`src/rtl/mpc_rx_ctrl.sv`:
```
// rtl/mpc_rx_ctrl.sv - MPC receiver DDR demux sequencing and link qualification
//
// Holds the input demux in its all-ones set state while the receiver is
// disabled, flushes the demux pipeline on enable, qualifies the link on a
// fixed two-slice alignment pattern, then forwards registered data.
//
// Build option: MPC_RX_CHECK_EN
//   defined   - CHECK/ERR states, pattern compare, CHECK timer, err_cnt.
//   undefined - FLUSH goes straight to LOCK; rx_err and err_cnt tied to 0.
//
// Ports:
//   clock       in   40 MHz system clock, rising edge
//   reset_n     in   asynchronous active-low reset
//   enable      in   receiver enable; low forces IDLE (highest priority)
//   relock      in   one-clock pulse; restart qualification from IDLE
//   demux_set   out  1 = demux outputs forced all-ones
//   dout1st     in   demux 1st-in-time slice
//   dout2nd     in   demux 2nd-in-time slice
//   rx_data1st  out  registered 1st slice (valid with rx_valid)
//   rx_data2nd  out  registered 2nd slice (valid with rx_valid)
//   rx_valid    out  rx_data* valid, LOCK only
//   locked      out  state is LOCK
//   rx_err      out  state is ERR
//   err_cnt     out  saturating pattern mismatch count

module mpc_rx_ctrl #(
  parameter int               WIDTH     = 8,
  parameter logic [WIDTH-1:0] PAT1ST    = 8'hA5,
  parameter logic [WIDTH-1:0] PAT2ND    = 8'h5A,
  parameter int               NGOOD     = 4,
  parameter int               FLUSH_CYC = 3,
  parameter int               TIMEOUT   = 255
) (
  input  logic             clock,
  input  logic             reset_n,
  input  logic             enable,
  input  logic             relock,
  output logic             demux_set,
  input  logic [WIDTH-1:0] dout1st,
  input  logic [WIDTH-1:0] dout2nd,
  output logic [WIDTH-1:0] rx_data1st,
  output logic [WIDTH-1:0] rx_data2nd,
  output logic             rx_valid,
  output logic             locked,
  output logic             rx_err,
  output logic [7:0]       err_cnt
);

  typedef enum logic [2:0] {
    S_IDLE  = 3'd0,
    S_FLUSH = 3'd1,
    S_CHECK = 3'd2,
    S_LOCK  = 3'd3,
    S_ERR   = 3'd4
  } state_t;

  state_t     state;
  state_t     state_nx;
  logic [2:0] flush_cnt;
  logic       flush_done;
  logic       set_d;

  assign flush_done = (flush_cnt == 3'(FLUSH_CYC - 1));

`ifdef MPC_RX_CHECK_EN
  logic [3:0] good_cnt;
  logic [7:0] timer;
  logic [7:0] err_q;
  logic       pat_match;
  logic       check_run;

  assign pat_match = ({dout1st, dout2nd} == {PAT1ST, PAT2ND});
  // Counters only advance on clocks where CHECK is not being overridden.
  assign check_run = enable && !relock && (state == S_CHECK);
  assign err_cnt   = err_q;
`else
  // Pattern/qualification parameters only feed the compare logic.
  logic unused_cfg;
  assign unused_cfg = ^{PAT1ST, PAT2ND, 8'(NGOOD), 8'(TIMEOUT)};
  assign err_cnt    = 8'h00;
`endif

  // State register
  always_ff @(posedge clock or negedge reset_n) begin
    if (!reset_n) begin
      state <= S_IDLE;
    end else begin
      state <= state_nx;
    end
  end

  // Next-state logic; enable low beats relock, relock beats everything else
  always_comb begin
    state_nx = state;
    if (!enable || relock) begin
      state_nx = S_IDLE;
    end else begin
      case (state)
        S_IDLE:  state_nx = S_FLUSH;
`ifdef MPC_RX_CHECK_EN
        S_FLUSH: if (flush_done) state_nx = S_CHECK;
        // The final match wins over a coincident timeout.
        S_CHECK: begin
          if (pat_match && (good_cnt == 4'(NGOOD - 1))) begin
            state_nx = S_LOCK;
          end else if (timer == 8'(TIMEOUT - 1)) begin
            state_nx = S_ERR;
          end
        end
        S_ERR:   state_nx = S_ERR;
`else
        S_FLUSH: if (flush_done) state_nx = S_LOCK;
`endif
        S_LOCK:  state_nx = S_LOCK;
        default: state_nx = S_IDLE;
      endcase
    end
  end

  // Output decode
  always_comb begin
    set_d  = (state == S_IDLE) || (state == S_ERR);
    locked = (state == S_LOCK);
`ifdef MPC_RX_CHECK_EN
    rx_err = (state == S_ERR);
`else
    rx_err = 1'b0;
`endif
  end

  // demux_set is registered off the current state, so it trails the state
  // change by one clock. Data forwarding keys off state_nx so rx_valid and
  // the first forwarded word coincide with entry into LOCK.
  always_ff @(posedge clock or negedge reset_n) begin
    if (!reset_n) begin
      demux_set  <= 1'b1;
      rx_valid   <= 1'b0;
      rx_data1st <= '1;
      rx_data2nd <= '1;
      flush_cnt  <= 3'd0;
    end else begin
      demux_set <= set_d;
      rx_valid  <= (state_nx == S_LOCK);
      if (state_nx == S_LOCK) begin
        rx_data1st <= dout1st;
        rx_data2nd <= dout2nd;
      end
      if (state == S_FLUSH) begin
        flush_cnt <= flush_cnt + 3'd1;
      end else begin
        flush_cnt <= 3'd0;
      end
    end
  end

`ifdef MPC_RX_CHECK_EN
  // Qualification counters; err_q survives enable=0, only relock clears it.
  always_ff @(posedge clock or negedge reset_n) begin
    if (!reset_n) begin
      good_cnt <= 4'd0;
      timer    <= 8'd0;
      err_q    <= 8'd0;
    end else if (enable && relock) begin
      good_cnt <= 4'd0;
      timer    <= 8'd0;
      err_q    <= 8'd0;
    end else if (check_run) begin
      timer <= timer + 8'd1;
      if (pat_match) begin
        good_cnt <= good_cnt + 4'd1;
      end else begin
        good_cnt <= 4'd0;
        if (err_q != 8'hFF) begin
          err_q <= err_q + 8'd1;
        end
      end
    end else begin
      good_cnt <= 4'd0;
      timer    <= 8'd0;
    end
  end
`endif

endmodule

```
`config.mk`:
```
export PLATFORM = sky130hd
export DESIGN_NAME = mpc_rx_ctrl
export DESIGN_NICKNAME = d
export VERILOG_FILES = /design/src/rtl/mpc_rx_ctrl.sv
export SDC_FILE = /design/constraint.sdc
export NUM_CORES = 1
export LEC_CHECK = 0
export ABC_AREA = 1
export ABC_CLOCK_PERIOD_IN_PS = 2400
export CAP_MARGIN = 20
export CORE_UTILIZATION = 44
export DETAILED_ROUTE_END_ITERATION = 10
export GPL_TIMING_DRIVEN = 0
export PLACE_DENSITY = 0.83
export REMOVE_ABC_BUFFERS = 1
export SLEW_MARGIN = 20
export SYNTH_ARGS = -nofsm -noshare
export SYNTH_HDL_FRONTEND = slang
export SYNTH_SLANG_ARGS = --single-unit
```
`constraint.sdc`:
```
create_clock -name clock -period 2.4 [get_ports clock]
set_clock_uncertainty 0.1 [all_clocks]
set_input_delay 0.36 -clock clock [delete_from_list [all_inputs] [get_ports clock]]
set_output_delay 0.36 -clock clock [all_outputs]
set_load 0.01 [all_outputs]
```
==> results.md <==
* Crit path max fanout at 3
* Num CTS Buffers at 3
* CP Launch Type: flip-flop
* Synth warnings at 0
* Post-CTS setup repair buffer count at 0
* Pins Over Slew Limit at 0
* Hold Fails Final Rpt at 0
* Placed Area at 1450 um^2
* Final ANT Viol Nets at 0
* Initial antenna violation count at 0
* LEAKAGE at 0.678 nW
* # clock sinks at 24
* Vias in the first global route at 839
* PortBufs at 38
* DRT Wirelength at 2360 um
* #FFs+latches synth at 24
* CTS H-tree depth at 1
* CTS tree: done
* N_diodes at 0
* Die X at 51.9 um
* GRT Util Overall at 20.3%
* # setup viols final at 0
* RSZ-0062 raised after global routing: false
* Global route total overflow at 0
* Register clock-pin slew on the reported worst setup and hold paths at 0.12 ns
* Worst vdd ir at 0.400 mV
* Largest net degree at the start of global routing at 25
* Setup slack, reg-to-reg at 0.77 ns
* Reg2reg end: rx_data1st[1]
* CTS Buffer Depth at 2
* Starting Density at 48.0%
* DRC Markers at 0
* Worst reg2reg path depth at 7
* Mapped Cells at 109
* Initial DRT Pass Iterations at 4
* Most frequent cells in the layout: clkdlybuf4s50_1, nand2_1, dfstp_2, nand4_1, conb_1
* Hold WC Path Type: reg2reg
* Die height at 51.9 um
* Fin Setup TNS at 0 ns
* Via/cell ratio at 4.93
* Clock root buffer: clkbuf_4
* Number of library cell types mapped by synthesis at 19
* Fillers at 187
* Sequential fraction of the synthesis area at 56.9%
* Global-route wire length before repair at 3930 um
* WHS Endpoint: demux_set
* Worst Tran Pin Value at 0.508 ns
* Starting DRT DRC Count at 7
* Via Count at 868
* Core box area at 2280 um^2
* Most common cell after layout, fill and taps aside: clkdlybuf4s50_1
* Hold-fix buffers, CTS at 0
* Hpwl dp at 1580 um
* Syn_area_per_cell at 10.0 um^2
* Synth-to-Final Area Change at 36.0%
* Final nets at 171
* Area of the mapped netlist at 1090 um^2
* Row count at 17
* # resized after CTS at 0
* Routability-driven placement congestion ratio at 0.666
* RR Startpoint: flush_cnt[0]
* Post-DR wirelength/cell at 13.4 um
* Clk_lat worst skew at 0.31 ns
* Min Tclk post-route at 2.05 ns
* WP data arrival at 1.59 ns
* Share of cells above drive strength 1 at 19.6%
* Min-delay src: state[1]
* Fin crit share at 85.5%
* Crit end category: output pin
* Power per Cell Area at 460 nW/um^2
* Fin area at 1490 um^2
* Die ar. at 2690 um^2
* Slew headroom at 66.1%
* Fin util at 65.4%
* Hold Crit Depth at 1
* Status: finished, final reports clean
* Worst setup path class: reg2out
* Num ports at 48
* WP data required at 1.94 ns
* Max Cap Viol at 0
* Fmax achieved at 487 MHz
cell type report:
class / count / area [um^2] / area share [%]
flip-flops and latches: 24 / 622 / 41.8
repair buffers: 39 / 385 / 25.9
multi-input cells: 74 / 383 / 25.7
clock buffers: 4 / 36.3 / 2.44
well taps: 28 / 35.0 / 2.35
inverters: 7 / 26.3 / 1.77
how the worst max path moves through the flow:
stage | startpoint | end | depth (start not counted)
detailed placement | enable | rx_data1st[2] | 6
global route | state[2] | locked | 2
global placement | enable | rx_data2nd[6] | 6
floorplan | flush_cnt[0] | rx_data1st[0] | 7
CTS | state[2] | locked | 2
finish | state[2] | locked | 2
stage by stage:
| step | std cells | setup slack [ns] | hold slack, ns | power (W) |
|---|---|---|---|---|
| after floorplan | 105 | 1.07 | -0.0356 | 0.000437 |
| after global placement | 171 | 0.552 | 0.279 | 0.000481 |
| after detailed placement | 171 | 0.465 | 0.283 | 0.000483 |
| after CTS | 175 | 0.321 | 0.300 | 0.000693 |
| after global routing | 176 | 0.263 | 0.318 | 0.000724 |
| final | 176 | 0.347 | 0.300 | 0.000685 |
cells by family after synthesis:
logic type | after synthesis | synth area share, %
fa+ha+maj | 2 | 2.29
xor+xnor | 1 | 0.801
flops | 24 | 56.9
compound gates | 1 | 0.457
buf+inv | 20 | 11.2
simple gates | 60 | 28.0
other cells | 1 | 0.343
cells in the mapped netlist:
cell,number,share of area (%)
buf_4,10,6.9
buf_6,1,1.0
nor2_8,1,1.8
inv_1,4,1.4
xnor2_1,1,0.80
ha_1,2,2.3
buf_2,2,0.92
nand2_2,1,0.57
dfrtp_1,7,16
nor2_1,5,1.7
nand3_4,1,1.6
nor2_4,1,1.0
inv_2,3,1.0
nand2_1,34,12
nand4_1,16,9.2
dfstp_2,17,41
conb_1,1,0.34
o21ai_1,1,0.46
nor3_1,1,0.46
sequential cells by signal (all words and copies together) (netlist names):
register    cells
rx_data1st      8
rx_data2nd      8
flush_cnt       3
state           3
demux_set       1
rx_valid        1
layer usage:
layer / track usage [%] / routed length (um) / vias up
li1: - / - / 416
met1: 25.5 / 1000 / 409
met2: 35.0 / 1180 / 37
met3: 3.51 / 126 / 6
met4: 6.76 / 54 / 0
met5: 0 / 0 / -
report_power, final:
| group | total [W] | switching [W] | internal, W |
|---|---|---|---|
| logic | 0.0000636 | 0.0000317 | 0.0000320 |
| clock network | 0.000208 | 0.000115 | 0.0000927 |
| registers | 0.000413 | 0.00000337 | 0.000410 |
critical path: stages, from the launching register on:
cell and delay, ns:
dfrtp_1 0.47, nor3_1 0.24, clkdlybuf4s50_1 0.57
(Power assumes the default switching activity.)
